$ cat src/rtl/core_mem_lsu_pkg.sv
// Shared definitions for the MEM-stage load/store unit: datapath width,
// ex_size encodings and FSM state encoding.
package core_mem_lsu_pkg;

    localparam int CORE_XLEN = 32;

    // ex_size encodings; 2'b11 is handled as a word access
    localparam logic [1:0] CORE_LSU_SIZE_B = 2'b00;
    localparam logic [1:0] CORE_LSU_SIZE_H = 2'b01;
    localparam logic [1:0] CORE_LSU_SIZE_W = 2'b10;

    typedef enum logic [1:0] {
        ST_IDLE = 2'd0,
        ST_REQ  = 2'd1,
        ST_WAIT = 2'd2
    } lsu_state_t;

endpackage

$ cat src/rtl/core_mem_lsu_fmt.sv
// Combinational lane logic for the LSU: store data replication and byte
// strobes on the issue side, lane extraction and sign/zero extension on the
// load-return side. Lane positions come from the low address bits, so a
// misaligned half/word is naturally force-aligned to its access size.
module core_mem_lsu_fmt
    import core_mem_lsu_pkg::*;
(
    input  logic [1:0]           st_size,
    input  logic [1:0]           st_addr_lo,
    input  logic [CORE_XLEN-1:0] st_data,
    output logic [CORE_XLEN-1:0] st_wdata,
    output logic [3:0]           st_wstrb,
    input  logic [1:0]           ld_size,
    input  logic [1:0]           ld_addr_lo,
    input  logic                 ld_unsigned,
    input  logic [CORE_XLEN-1:0] ld_rdata,
    output logic [CORE_XLEN-1:0] ld_data
);

    logic [7:0]  byte_lane;
    logic [15:0] half_lane;

    // Store side: replicate the datum across every lane it may land in.
    always_comb begin
        // NOTE: every output gets a default first so no path leaves it unassigned (no latch).
        st_wdata = st_data;
        st_wstrb = 4'b1111;
        case (st_size)
            CORE_LSU_SIZE_B: begin
                st_wdata = {4{st_data[7:0]}};
                st_wstrb = 4'b0001 << st_addr_lo;
            end
            CORE_LSU_SIZE_H: begin
                st_wdata = {2{st_data[15:0]}};
                st_wstrb = st_addr_lo[1] ? 4'b1100 : 4'b0011;
            end
            default: begin
                st_wdata = st_data;
                st_wstrb = 4'b1111;
            end
        endcase
    end

    // Load side: pick the addressed lane, then extend it to a full word.
    always_comb begin
        byte_lane = ld_rdata[7:0];
        half_lane = ld_addr_lo[1] ? ld_rdata[31:16] : ld_rdata[15:0];
        ld_data   = ld_rdata;
        case (ld_addr_lo)
            2'd1:    byte_lane = ld_rdata[15:8];
            2'd2:    byte_lane = ld_rdata[23:16];
            2'd3:    byte_lane = ld_rdata[31:24];
            default: byte_lane = ld_rdata[7:0];
        endcase
        case (ld_size)
            CORE_LSU_SIZE_B: ld_data = {{24{byte_lane[7] & ~ld_unsigned}}, byte_lane};
            CORE_LSU_SIZE_H: ld_data = {{16{half_lane[15] & ~ld_unsigned}}, half_lane};
            default:         ld_data = ld_rdata;
        endcase
    end

endmodule

$ cat src/rtl/core_mem_lsu.sv
// MEM stage of the student core. Passes ALU results straight to WB, or runs
// a single-outstanding req/gnt/rvalid data-memory access for loads/stores.
// Optional build macro CORE_LSU_MISALIGN_TRAP_EN: misaligned half/word
// accesses issue no request and retire as a misalign_err pulse carrying the
// faulting address; without it the low address bits are force-aligned.
module core_mem_lsu
    import core_mem_lsu_pkg::*;
#(
    parameter int XLEN   = CORE_XLEN,
    parameter int ADDR_W = 32
) (
    input  logic              clk,
    input  logic              rst,
    input  logic              ex_valid,
    output logic              ex_ready,
    input  logic [XLEN-1:0]   ex_result,
    input  logic [XLEN-1:0]   ex_store_data,
    input  logic              ex_is_load,
    input  logic              ex_is_store,
    input  logic [1:0]        ex_size,
    input  logic              ex_unsigned,
    input  logic [4:0]        ex_rd,
    input  logic              ex_rd_wen,
    output logic              mem_req,
    output logic              mem_we,
    output logic [ADDR_W-1:0] mem_addr,
    output logic [XLEN-1:0]   mem_wdata,
    output logic [3:0]        mem_wstrb,
    input  logic              mem_gnt,
    input  logic              mem_rvalid,
    input  logic [XLEN-1:0]   mem_rdata,
    output logic              wb_valid,
    output logic [4:0]        wb_rd,
    output logic              wb_wen,
    output logic [XLEN-1:0]   wb_data,
    output logic              lsu_busy,
    output logic              misalign_err
);

    lsu_state_t      state;
    logic [1:0]      size_q;
    logic [1:0]      addr_lo_q;
    logic            unsigned_q;
    logic            is_store_q;
    logic [4:0]      rd_q;
    logic            wen_q;

    logic            accept;
    logic            is_mem;
    logic            misaligned;
    logic [XLEN-1:0] st_wdata;
    logic [3:0]      st_wstrb;
    logic [XLEN-1:0] ld_data;

    assign ex_ready = (state == ST_IDLE);
    assign lsu_busy = (state != ST_IDLE);
    assign accept   = ex_valid & ex_ready;
    assign is_mem   = ex_is_load | ex_is_store;

`ifdef CORE_LSU_MISALIGN_TRAP_EN
    assign misaligned = is_mem &&
                        (((ex_size == CORE_LSU_SIZE_H) && ex_result[0]) ||
                         ((ex_size[1] == 1'b1) && (ex_result[1:0] != 2'b00)));
`else
    assign misaligned = 1'b0;
`endif

    core_mem_lsu_fmt u_fmt (
        .st_size     (ex_size),
        .st_addr_lo  (ex_result[1:0]),
        .st_data     (ex_store_data),
        .st_wdata    (st_wdata),
        .st_wstrb    (st_wstrb),
        .ld_size     (size_q),
        .ld_addr_lo  (addr_lo_q),
        .ld_unsigned (unsigned_q),
        .ld_rdata    (mem_rdata),
        .ld_data     (ld_data)
    );

    // Control FSM with registered memory-port and writeback outputs.
    always_ff @(posedge clk) begin
        // NOTE: all state here uses non-blocking assignments so every register samples pre-edge values.
        if (rst) begin
            state        <= ST_IDLE;
            mem_req      <= 1'b0;
            mem_we       <= 1'b0;
            mem_addr     <= '0;
            mem_wdata    <= '0;
            mem_wstrb    <= 4'b0000;
            wb_valid     <= 1'b0;
            wb_rd        <= 5'd0;
            wb_wen       <= 1'b0;
            wb_data      <= '0;
            misalign_err <= 1'b0;
            size_q       <= CORE_LSU_SIZE_B;
            addr_lo_q    <= 2'b00;
            unsigned_q   <= 1'b0;
            is_store_q   <= 1'b0;
            rd_q         <= 5'd0;
            wen_q        <= 1'b0;
        end else begin
            wb_valid     <= 1'b0;
            misalign_err <= 1'b0;
            unique case (state)
                ST_IDLE: begin
                    if (accept) begin
                        if (!is_mem || misaligned) begin
                            wb_valid     <= 1'b1;
                            wb_rd        <= ex_rd;
                            wb_wen       <= ex_rd_wen & ~misaligned;
                            wb_data      <= ex_result;
                            misalign_err <= misaligned;
                        end else begin
                            state      <= ST_REQ;
                            mem_req    <= 1'b1;
                            mem_we     <= ex_is_store;
                            mem_addr   <= {ex_result[ADDR_W-1:2], 2'b00};
                            mem_wdata  <= ex_is_store ? st_wdata : '0;
                            mem_wstrb  <= ex_is_store ? st_wstrb : 4'b0000;
                            size_q     <= ex_size;
                            addr_lo_q  <= ex_result[1:0];
                            unsigned_q <= ex_unsigned;
                            is_store_q <= ex_is_store;
                            rd_q       <= ex_rd;
                            wen_q      <= ex_rd_wen;
                        end
                    end
                end
                ST_REQ: begin
                    if (mem_gnt) begin
                        mem_req <= 1'b0;
                        if (is_store_q) begin
                            state    <= ST_IDLE;
                            wb_valid <= 1'b1;
                            wb_rd    <= rd_q;
                            wb_wen   <= 1'b0;
                            wb_data  <= '0;
                        end else begin
                            state <= ST_WAIT;
                        end
                    end
                end
                ST_WAIT: begin
                    if (mem_rvalid) begin
                        state    <= ST_IDLE;
                        wb_valid <= 1'b1;
                        wb_rd    <= rd_q;
                        wb_wen   <= wen_q;
                        wb_data  <= ld_data;
                    end
                end
                default: state <= ST_IDLE;
            endcase
        end
    end

endmodule

$ cat config.mk
export PLATFORM = sky130hd
export DESIGN_NAME = core_mem_lsu
export DESIGN_NICKNAME = d
export VERILOG_FILES = /design/src/rtl/core_mem_lsu_pkg.sv /design/src/rtl/core_mem_lsu_fmt.sv /design/src/rtl/core_mem_lsu.sv
export SDC_FILE = /design/constraint.sdc
export NUM_CORES = 1
export LEC_CHECK = 0
export ABC_AREA = 1
export CAP_MARGIN = 20
export CORE_MARGIN = 8
export CORE_UTILIZATION = 40
export DETAILED_ROUTE_END_ITERATION = 10
export PLACE_DENSITY = 0.77
export SKIP_CTS_REPAIR_TIMING = 1
export SLEW_MARGIN = 20
export SYNTH_ARGS = -nofsm -noshare
export SYNTH_HDL_FRONTEND = slang
export SYNTH_SLANG_ARGS = --single-unit
$ cat constraint.sdc
create_clock -name clk -period 1.72 [get_ports clk]
set_input_delay 0.43 -clock clk [delete_from_list [all_inputs] [get_ports clk]]
set_output_delay 0.43 -clock clk [all_outputs]
set_load 0.03 [all_outputs]
==> run summary, run 1 <==
The flow ran to the end, and the final reports show no timing, DRC or antenna violations. Ranked by total cell area, the synthesized netlist is headed by dfxtp_1 42%, nand2_1 13%, a21oi_1 12%. The repair_antennas step left the layout with diodes totalling 0. The number of routed nets with antenna violations came out at 0. The initial antenna violation count is 0. For the worst flop-to-flop path, the logic depth is 11. The reg-to-reg setup timing slack came out at between 0.03 and 0.04 ns. Dividing the detail-routed wire length by the instance count gives 16.7 µm. The starting DRC count in detailed routing is 478. Counting every instance in the synthesized netlist gives 876. The fmax came out at 593 MHz. The number of cells on the worst hold path came out at 2. The arrival time at the worst endpoint is 1.98 ns. The maximum number of pins on one net before global-route repair is 47. Summing every instance area after synthesis gives 5760 µm². Clock-pin slew was measured on the worst setup and hold paths at 0.06 ns.

The final clock period utilization by the worst path is 0.980. Among all stages on the critical path, the largest delay is contributed by dfxtp_2. After the last flow step, the layout net total stands at 1,230. The die height is 136 µm. The number of standard cells in the final layout excluding fillers came out at about 1,300. The count of unresolved DRC violations after routing is 0. Setup repair after global routing could not meet its margin everywhere. The count of input and output buffers came out at 220.

The share of final-layout standard cells stronger than drive strength 1 came out at 0.123. Counting stages on the worst path, the most repeated cell is nand2_1. The standard cell core area came out at 14,300 µm².

The synthesized area per cell came out at 6.58 µm². Summed over all instances, the cell type with the most area after synthesis is dfxtp_1. The effective utilization at floorplan is 0.402. The launching element type of the critical path is a register. In the routed layout, each cell is associated on average with a via count of 5.05. The critical path in this run is classified as register to register.

The total die area is 18,500 µm². The number of top-level pins came out at approximately 220. The worst setup slack after layout is 0.0349 ns.

The endpoint kind of the worst setup timing path is a register. Across the run, the number of max-cap violations was 0. The worst-path maximum fanout is 18. The global-route wire length before repair came out at 32.4 mm. For this run, global-route usage on met3 was measured as 0.0998.

The via count of the first global-routing pass came out at 6,363. The die is 136 µm wide. The required time at the worst-slack endpoint is 2.02 ns.

Summed over all layers, the global routing overflow is 0. The total wire length came out at 21.9 mm. The number of buffer and inverter instances along the worst setup path is 3.

At the later pin of the worst-skew pair, clock insertion delay measures between 0.4 and 0.5 ns. The cell type group with the largest total delay on the critical path is simple AND/OR/NAND/NOR gates. TritonCTS built the clock tree. The fraction of met1 tracks used by global routing is 0.255.

The number of H-tree branching levels is 4. The met2 track demand over resource in global routing came out at 0.352. The number of cells on the critical path is 11. The detailed-router iteration count before antenna repair is 5. Across the VDD grid, the largest voltage drop is roughly 0.58 mV. At the end of routability-driven placement, the weighted congestion stood at 0.894.

The synthesis warning total is 0. The tree is rooted in a clkbuf_16. The final hold violation count is 0. The register area share after synthesis came out at 0.417. The global routing stage identified its most utilized layer as met2.

The total number of vias came out at roughly 6,600. The number of different library cells used by synthesis comes to 32. The power per cell area came out at 1510 nW/µm². The min-delay analysis places its worst path in the category register to register. The clock passes through at most 2 buffers.

The critical path goes through inv_4, ha_4, inv_2, or2_1, nand2_2, nor2_4, nand2_4, buf_12, nand2_1, nand2_1, a21oi_2. The clock tree skew after final layout is 0.00786 ns. The signed area change from the synthesized netlist to the final layout is 65.9%.

The clock period minus worst slack came out at 1.69 ns. The clock net sink count came out at 120. The combined global-route utilization of all metal layers came out at 0.223. The number of buffers added by the clock tree synthesis step came out at 17. The worst setup slack before clock tree synthesis is -0.305 ns. The post-synthesis sequential element count is 120. The worst hold margin is 0.457 ns. The count of filler cells inserted in the layout is 1,216. The number of max-slew violations in the final report came to 0. The analysis attributes to cell leakage a power of between 5 and 6 nW. Counting tap cells, the placed design contains a total of 1,275 instances. The initialized floorplan defines 44 standard-cell rows. The longest individual stage delay on the worst path came out at between 0.3 and 0.4 ns. Summed over all nets, the half-perimeter wirelength after detailed placement is 15.7 mm. The area share of the leading cell type in the synthesized netlist came out at 0.417. The final setup violation count is 0.
layout by cell type (no fill, tap or decap), types with 3 or more instances in the layout:
cell type        netlist  layout
o22ai_1                8       8
clkbuf_16              0      20
buf_4                  4      44
inv_2                  2       4
dlymetal6s2s_1         0     107
nand2_2                1       5
a21oi_2                5      24
a21oi_1              137     118
buf_12                 0      10
inv_1                 67      62
dfxtp_1              120     118
nor2_4                 2       3
clkinv_2               0       3
conb_1                 1       3
bufinv_16              0       4
nand3_1               13      13
o21ai_0               91      90
nor2_1               153     152
nand2_1              198     192
clkdlybuf4s50_1        0     111
clkinvlp_4             0       3
per-layer routing:
layer	vias up	part of all wire
met5	-	0
met4	0	0.034
met3	48	0.11
met2	319	0.45
met1	2972	0.40
li1	3276	-
report_power, final:
group          internal, mW  switching [mW]  leakage, nW
Clock                  2.49            1.30        0.301
Combinational          2.76            4.16         4.41
Sequential             3.41           0.325        0.985
cell usage after synthesis:
library cell,count
nand2_1,198
nor2_1,153
a21oi_1,137
dfxtp_1,120
o21ai_0,91
inv_1,67
clkbuf_1,37
buf_2,13
nand3_1,13
o22ai_1,8
a21oi_2,5
buf_4,4
buf_6,4
ha_1,4
inv_2,2
nand3_2,2
nor2_4,2
nor3_1,2
a211oi_1,1
a22o_1,1
a31oi_1,1
clkinv_1,1
conb_1,1
inv_6,1
nand2_2,1
nor2_2,1
nor3_4,1
o21a_1,1
o21ai_1,1
o21bai_1,1
or2_1,1
or2_2,1
worst register-to-register path: stages, from the launching register on:
cell and delay (ns):
dfxtp_2 0.33, inv_4 0.07, ha_4 0.14, inv_2 0.04
or2_1 0.25, nand2_2 0.11, nor2_4 0.05, nand2_4 0.18
buf_12 0.19, nand2_1 0.08, nand2_1 0.09, a21oi_2 0.04
stage by stage:
step                      area (µm²)  power, mW  utilization  TNS [ns]
final                           9550       14.4        0.667         0
after global routing            9550       15.2        0.667    -0.428
after CTS                       9080       14.1        0.634    -17.35
after detailed placement        8450       10.2        0.590    -22.92
after global placement          8450       10.1        0.590    -19.78
after floorplan                 5790       7.63            -         0
flip-flops by register name, indices dropped and copies added, names as in the netlist:
register    count
wen_q           1
wb_rd           5
addr_lo_q       2
mem_addr       30
wb_data        32
mem_wstrb       4
is_store_q      1
unsigned_q      1
mem_req         1
state           2
rd_q            5
wb_wen          1
size_q          2
mem_wdata      32
wb_valid        1
final timing paths:
path,from,end
setup / recovery,state[1]$_SDFFE_PP0P_,wb_data[21]$_SDFFE_PP0P_
hold / removal,mem_wdata[23]$_SDFFE_PP0P_,mem_wdata[23]$_SDFFE_PP0P_
setup reg to reg,state[1]$_SDFFE_PP0P_,wb_data[21]$_SDFFE_PP0P_
hold reg to reg,mem_wdata[23]$_SDFFE_PP0P_,mem_wdata[23]$_SDFFE_PP0P_
cells by family after synthesis:
kind of cell	share of synthesized area
AOI/OAI and AO/OA	0.222
other	0.000651
DFF	0.417
adders and majority gates	0.00869
buffers and inverters	0.0956
and+or+nand+nor	0.256
final cells by class:
cell class                 instances  area, µm²  area share
clock buffer                      19        453      0.0474
clock inverter                    12        175      0.0183
inverter                          71        282      0.0295
multi-input combinational        629       2950       0.309
sequential                       120       2410       0.252
tap                              184        230      0.0241
timing repair buffer             275       3060       0.320
(Power assumes the default switching activity.)
==> inputs of run 2 (changes only) <==
--- a/config.mk
+++ b/config.mk
@@ -6,11 +6,12 @@
 export NUM_CORES = 1
 export LEC_CHECK = 0
 export ABC_AREA = 1
-export CAP_MARGIN = 20
+export CAP_MARGIN = 5
 export CORE_MARGIN = 8
 export CORE_UTILIZATION = 40
 export DETAILED_ROUTE_END_ITERATION = 10
 export PLACE_DENSITY = 0.77
+export SETUP_SLACK_MARGIN = 0.1
 export SKIP_CTS_REPAIR_TIMING = 1
 export SLEW_MARGIN = 20
 export SYNTH_ARGS = -nofsm -noshare
==> run summary, run 2 (same netlist as run 1, synthesis figures left out) <==
The starting DRC count in detailed routing is 504 (+5.4%). The via count normalized by instance count was 5.35 (+5.9%). The final-layout setup total negative slack came out at -2.34 ns (-2.34 ns). The number of buffers added by the clock tree synthesis step was 17 (unchanged). The worst-case vdd ir drop is 0.861 mV (+47%).

The total die area is 18,500 µm² (unchanged). The clock tree skew after final layout is 0.00795 ns (+0.0000868 ns). The run finished, with violations left. The final reports fail on setup timing. The worst setup slack before clock tree synthesis came out at -0.397 ns (-0.0923 ns). The count of input and output buffers is 220 (unchanged). In the layout the commonest cells are 139 x nand2_1, 126 x nor2_1, 118 x dfxtp_1. The power per cell area came to 1550 nW/µm² (+2.3%). The number of cells on the worst hold path came to 2 (unchanged). The most common library cell in the layout ignoring fill and taps is nand2_1. The depth of the worst register-to-register path is 11 (unchanged). The share of final-layout standard cells stronger than drive strength 1 came out at 0.292 (+0.169). The utilization after layout came out at 0.768 (+0.101). The mean routed wirelength per cell is 19.8 µm (+18%). The clock period minus worst slack came out at 1.80 ns (+0.115 ns). The standard cell core area is 14,300 µm² (unchanged). The initial antenna violation count was 1 (+1). The worst setup slack after layout is -0.0803 ns (-0.115 ns).

The clock net sink count is 120 (unchanged). The die height is 136 µm (unchanged). The worst-path maximum fanout is 5 (-13).

Setup repair after global routing could not meet its margin everywhere. The tightest min-delay check is of the register to register type. The total wire length came out at 26.6 mm (+22%).

The maximum number of pins on one net before global-route repair came out at 40 (-15%). The clock latency at the later pin of the worst-skew pair came out at 0.42 ns (about the same). The number of max-slew violations in the final report came out at 0 (unchanged). The via count of the first global-routing pass is 6,454 (+1.4%).

The final hold violation count came out at 0 (unchanged). The classification of the worst setup path is register to register. From synthesis to final layout, the design area changed by 90.9%. The routability-driven placement congestion ratio came out at 0.922 (+3.1%).

The number of top-level pins was 224 (unchanged). The effective utilization at floorplan was 0.402 (unchanged). The global-route wire length before repair came out at 33.3 mm (+2.7%).

The clock transition at the register clock pins on the worst setup and hold paths after CTS is 0.06 ns (about the same). The final clock period utilization by the worst path came out at 1.05 (+0.0670). The final setup violation count came out at 59 (+59). The maximum count of clock buffers along a single path came out at 2 (unchanged). The total number of vias came to 7,214 (+9.1%). The largest registers in the layout are mem_wdata (32), wb_data (32), mem_addr (30). The sum of overflow across all layers after global routing is 0 (unchanged). The horizontal die dimension came out at 136 µm (unchanged). The number of placement rows is 44 (unchanged).

The number of max-capacitance violations reported came to 0 (unchanged). The number of routed nets with antenna violations came out at 0 (unchanged). The detailed-router iteration count before antenna repair came to 5 (unchanged). The detailed-placement wirelength estimate is 16.3 mm (+3.8%).

The fmax was 555 MHz (-6.4%). The worst setup path is captured at a register. The required time at the worst-slack endpoint is 2.03 ns (about the same). The arrival time at the worst endpoint came out at 2.11 ns (+0.13 ns).

The count of unresolved DRC violations after routing is 0 (unchanged). The cell chosen for the clock root is clkbuf_16. The number of nets in the layout came out at 1,267 (+3.0%). The worst setup path is launched from a register. The CTS tree is yes. The number of H-tree branching levels is 4 (unchanged). The combined global-route utilization of all metal layers is 0.230 (+0.00642). The static leakage came to 6.18 nW (+8.6%).
-- run 2: cell types whose count changed in the layout (fill, tap and decap cells not counted), sizes merged --
cell / previous run / this run
clkinvlp: 3 / 4
bufinv: 4 / 2
buf: 54 / 78
inv: 70 / 69
diode: 0 / 1
clkinv: 6 / 11
clkdlybuf4s50: 111 / 110
clkbuf: 22 / 33
dlymetal6s2s: 107 / 108
-- run 2: final cells by class --
type / instances / area [µm²]
diodes: 1 / 2.50
clock buffers: 20 / 447
clock inverters: 12 / 128
fillers: 919 / 3320
inverters: 71 / 299
multi-input cells: 629 / 3760
flip-flops and latches: 120 / 2410
well taps: 184 / 230
repair buffers: 309 / 3690
repair inverters: 3 / 37.5
-- run 2: path summary, 6_finish.rpt --
check / from / to / slack (ns)
worst max-delay path: state[0]$_SDFFE_PP0P_ / wb_data[2]$_SDFFE_PP0P_ / -0.08
worst min-delay path: mem_wdata[18]$_SDFFE_PP0P_ / mem_wdata[18]$_SDFFE_PP0P_ / 0.47
worst max register to register: state[0]$_SDFFE_PP0P_ / wb_data[2]$_SDFFE_PP0P_ / -0.08
worst min register to register: mem_wdata[18]$_SDFFE_PP0P_ / mem_wdata[18]$_SDFFE_PP0P_ / 0.47
-- run 2: worst max-delay path, stage by stage, from the launching register on --
cell and delay [ns]:
dfxtp_4 0.39, inv_4 0.05, ha_4 0.20, clkinv_4 0.07, nor2_4 0.04, nor3_4 0.21
nand2_4 0.10, buf_12 0.14, clkbuf_16 0.15, buf_6 0.12, a21oi_4 0.14, a21oi_2 0.06
-- run 2: through the flow --
step / total power, mW / area, µm² / hold slack, ns / instances
floorplan: 7.65 / 5800 / 0.467 / 878
global placement: 10.3 / 8470 / 0.451 / 1281
detailed placement: 10.4 / 8470 / 0.458 / 1281
CTS: 13.9 / 9040 / 0.465 / 1313
global route: 17.7 / 11000 / 0.480 / 1349
finish: 17.0 / 11000 / 0.467 / 1349
-- run 2: per-layer routing --
metal,track usage,wire length [µm],vias up
li1,-,-,3379
met1,0.268,9910,3368
met2,0.365,13000,391
met3,0.0883,2790,76
met4,0.109,936,0
met5,0,0,-
-- run 2: where the power goes --
part           switching, mW  total [mW]  internal [mW]
sequential             0.383        3.79           3.41
combinational           5.50        9.69           4.19
clock                   1.35        3.51           2.16
total                   7.24        17.0           9.76
==> inputs of run 3 (changes only) <==
--- a/config.mk
+++ b/config.mk
@@ -12,7 +12,6 @@
 export DETAILED_ROUTE_END_ITERATION = 10
 export PLACE_DENSITY = 0.77
 export SETUP_SLACK_MARGIN = 0.1
-export SKIP_CTS_REPAIR_TIMING = 1
 export SLEW_MARGIN = 20
 export SYNTH_ARGS = -nofsm -noshare
 export SYNTH_HDL_FRONTEND = slang
==> run summary, run 3 (same netlist as run 1, synthesis figures left out) <==
The run finished, with violations left. The final reports fail on setup timing. The via count of the first global-routing pass was 6,708 (+3.9%). The standard cell core area came out at 14,300 µm² (unchanged). The worst setup slack after layout came out at -0.0181 ns (+0.0622 ns). The required time at the worst-slack endpoint is 2.02 ns (about the same).

The number of max-slew violations in the final report is 0 (unchanged). Setup repair after global routing could not meet its margin everywhere. The number of buffer and inverter instances along the worst setup path is 3 (-2). The worst setup slack before clock tree synthesis is -0.397 ns (unchanged). The cell area after placement is 8470 µm² (unchanged). The sequential standard cell area is 2410 µm² (unchanged). The most critical setup path has its endpoint at wb_data[3]$_SDFFE_PP0P_. The global-route wire length before repair is 34.5 mm (+3.6%).

The footprint of the multi-input gates is 3300 µm² (-12%). The clock transition at the register clock pins on the worst setup and hold paths after CTS is 0.06 ns (about the same). The kind of path behind the tightest hold check is register to register.

In this run, post-CTS hold repair placed 0 buffers. The worst register-to-register path ends at wb_data[3]$_SDFFE_PP0P_. The maximum count of clock buffers along a single path came to 2 (unchanged). The final hold violation count is 0 (unchanged). The total wire length is 23.8 mm (-11%). The worst-path maximum fanout is 6 (+1). The count of filler cells inserted in the layout came out at 1,186 (+29%). The utilization after layout is 0.675 (-0.0935). The post-route total power came out at 15.1 mW (-11%). The signal on the critical path passes through inv_4, ha_4, nand2_4, nand2_2, nand2_4, nor2_4, nand2_4, buf_12, buf_4, a21oi_2, a21oi_1. The worst-case vdd ir drop is 0.772 mV (-10%).

The total number of vias was 6,910 (-4.2%). The fmax came out at 575 MHz (+3.6%). The number of H-tree branching levels is 4 (unchanged). In the layout the commonest cells are 178 x nand2_1, 132 x nor2_1, 118 x dfxtp_1. The largest registers in the layout are mem_wdata (32), wb_data (32), mem_addr (30).

The clock net sink count is 120 (unchanged). The reg-to-reg setup timing slack is -0.02 ns (+0.06 ns). The maximum number of pins on one net before global-route repair came out at 40 (unchanged). The final-layout setup total negative slack came to -0.0244 ns (+2.31 ns). The critical path's most frequent cell is nand2_4. The depth of the worst register-to-register path came out at 11 (unchanged). The clock latency at the later pin of the worst-skew pair came out at 0.42 ns (about the same).

The sum of overflow across all layers after global routing is 0 (unchanged). The number of top-level pins is 224 (unchanged). The die height came out at 136 µm (unchanged). The combined global-route utilization of all metal layers came out at 0.239 (+0.00880). The detailed-placement wirelength estimate is 16.3 mm (unchanged). The worst setup path is captured at a register. The clock tree skew after final layout came out at 0.00866 ns (+0.000710 ns). The longest individual stage delay on the worst path came out at 0.37 ns (-0.02 ns). The starting DRC count in detailed routing is 452 (-10%). The launching instance or port of the critical path is state[0]$_SDFFE_PP0P_. The number of nets in the layout came out at 1,250 (-1.3%). The slowest stage of the critical path is the dfxtp_4 cell. The share of final-layout standard cells stronger than drive strength 1 was 0.255 (-0.0375). TritonCTS built the clock tree. The cell chosen for the clock root is clkbuf_16.

The number of max-capacitance violations reported is 0 (unchanged). The number of buffers added by the clock tree synthesis step came out at 17 (unchanged). The routability-driven placement congestion ratio is 0.922 (unchanged).

The via count normalized by instance count came out at 5.19 (-3.0%). The count of unresolved DRC violations after routing came out at 0 (unchanged). The initial antenna violation count was 1 (unchanged). The post-route standard cell area excluding fillers came out at 9660 µm² (-12%). The worst hold margin is 0.463 ns (-0.00383 ns). The final setup violation count is 2 (-97%). The number of cells on the critical path came out at 11 (unchanged).

The worst setup path is launched from a register. Compared with the post-synthesis result, the final layout area differs by 67.6%. The power per cell area is 1570 nW/µm² (+1.5%). The total die area came out at 18,500 µm² (unchanged). The mean routed wirelength per cell came out at 17.9 µm (-9.5%). The number of placement rows came out at 44 (unchanged). The number of placed instances with taps included was 1,281 (unchanged). The clock period minus worst slack is 1.74 ns (-0.0622 ns). The startpoint identified for the worst register-to-register timing path is state[0]$_SDFFE_PP0P_. The critical path is of the register to register type. The number of routed nets with antenna violations is 0 (unchanged). The count of input and output buffers was 220 (unchanged). The arrival time at the worst endpoint was 2.03 ns (-0.08 ns). The static leakage is 4.23 nW (-32%). The horizontal die dimension came out at 136 µm (unchanged).

The final clock period utilization by the worst path came out at 1.01 (-0.0362). The library cell used most frequently in the layout, excluding fill and tap cells, is nand2_1. The detailed-router iteration count before antenna repair came out at 5 (unchanged). The cell type group with the largest total delay on the critical path is simple AND/OR/NAND/NOR gates. The effective utilization at floorplan is 0.402 (unchanged). The number of standard cells in the final layout excluding fillers was 1,332 (-1.3%).
==> run 3: changes by cell type in the layout (fill, tap and decap cells not counted), sizes merged <==
cell and delta:
dlymetal6s2s -107, clkdlybuf4s15 +43, clkbuf +33, dlygate4sd2 +23
buf -9, clkinv -4, clkinvlp +3, inv +1
==> run 3: worst min path at each step <==
stage                                    start                    endpoint  slack (ns)  cells after the start
floorplan                state[0]$_SDFFE_PP0P_       state[0]$_SDFFE_PP0P_        0.47                      2
global placement     mem_wdata[4]$_SDFFE_PP0P_   mem_wdata[4]$_SDFFE_PP0P_        0.45                      2
detailed placement  mem_wdata[18]$_SDFFE_PP0P_  mem_wdata[18]$_SDFFE_PP0P_        0.46                      2
CTS                      wb_rd[3]$_SDFFE_PP0P_       wb_rd[3]$_SDFFE_PP0P_        0.46                      2
global route         mem_wdata[0]$_SDFFE_PP0P_   mem_wdata[0]$_SDFFE_PP0P_        0.48                      2
finish                   wb_rd[3]$_SDFFE_PP0P_       wb_rd[3]$_SDFFE_PP0P_        0.46                      2
==> run 3: per-layer routing <==
layer  track usage  routed length (µm)  vias to the layer above
met4         0.121                1020                        0
met3        0.0942                2340                       67
li1              -                   -                     3330
met2         0.379               11300                      353
met5             0                   0                        -
met1         0.274                9160                     3160
==> run 3: repair_timing <==
action,CTS,global route
endpoints found under the hold margin,0,0
buffers inserted,4,3
endpoints found under the setup margin,189,198
pin swaps,20,34
resized for setup,217,213
cloned,4,7
==> run 3: cell type report <==
| cell class | instances | share of cell area |
|---|---|---|
| Tap cell | 184 | 0.0238 |
| Clock inverter | 12 | 0.0132 |
| Clock buffer | 20 | 0.0463 |
| Antenna cell | 1 | 0.000259 |
| Multi-Input combinational cell | 629 | 0.342 |
| Timing Repair inverter | 3 | 0.00233 |
| Inverter | 71 | 0.0307 |
| Timing Repair Buffer | 292 | 0.292 |
| Sequential cell | 120 | 0.249 |
==> run 3: where the power goes <==
group          switching [mW]  total [mW]  leakage [nW]  internal, mW
clock                    1.33        3.49         0.272          2.16
combinational            4.77        7.88          2.97          3.11
sequential              0.361        3.77         0.985          3.41
total                    6.47        15.1          4.23          8.67
==> run 3: worst min-delay path: stages, from the launching register on <==
cell and delay (ns):
dfxtp_1 0.31, nand2_1 0.06, a21oi_1 0.05
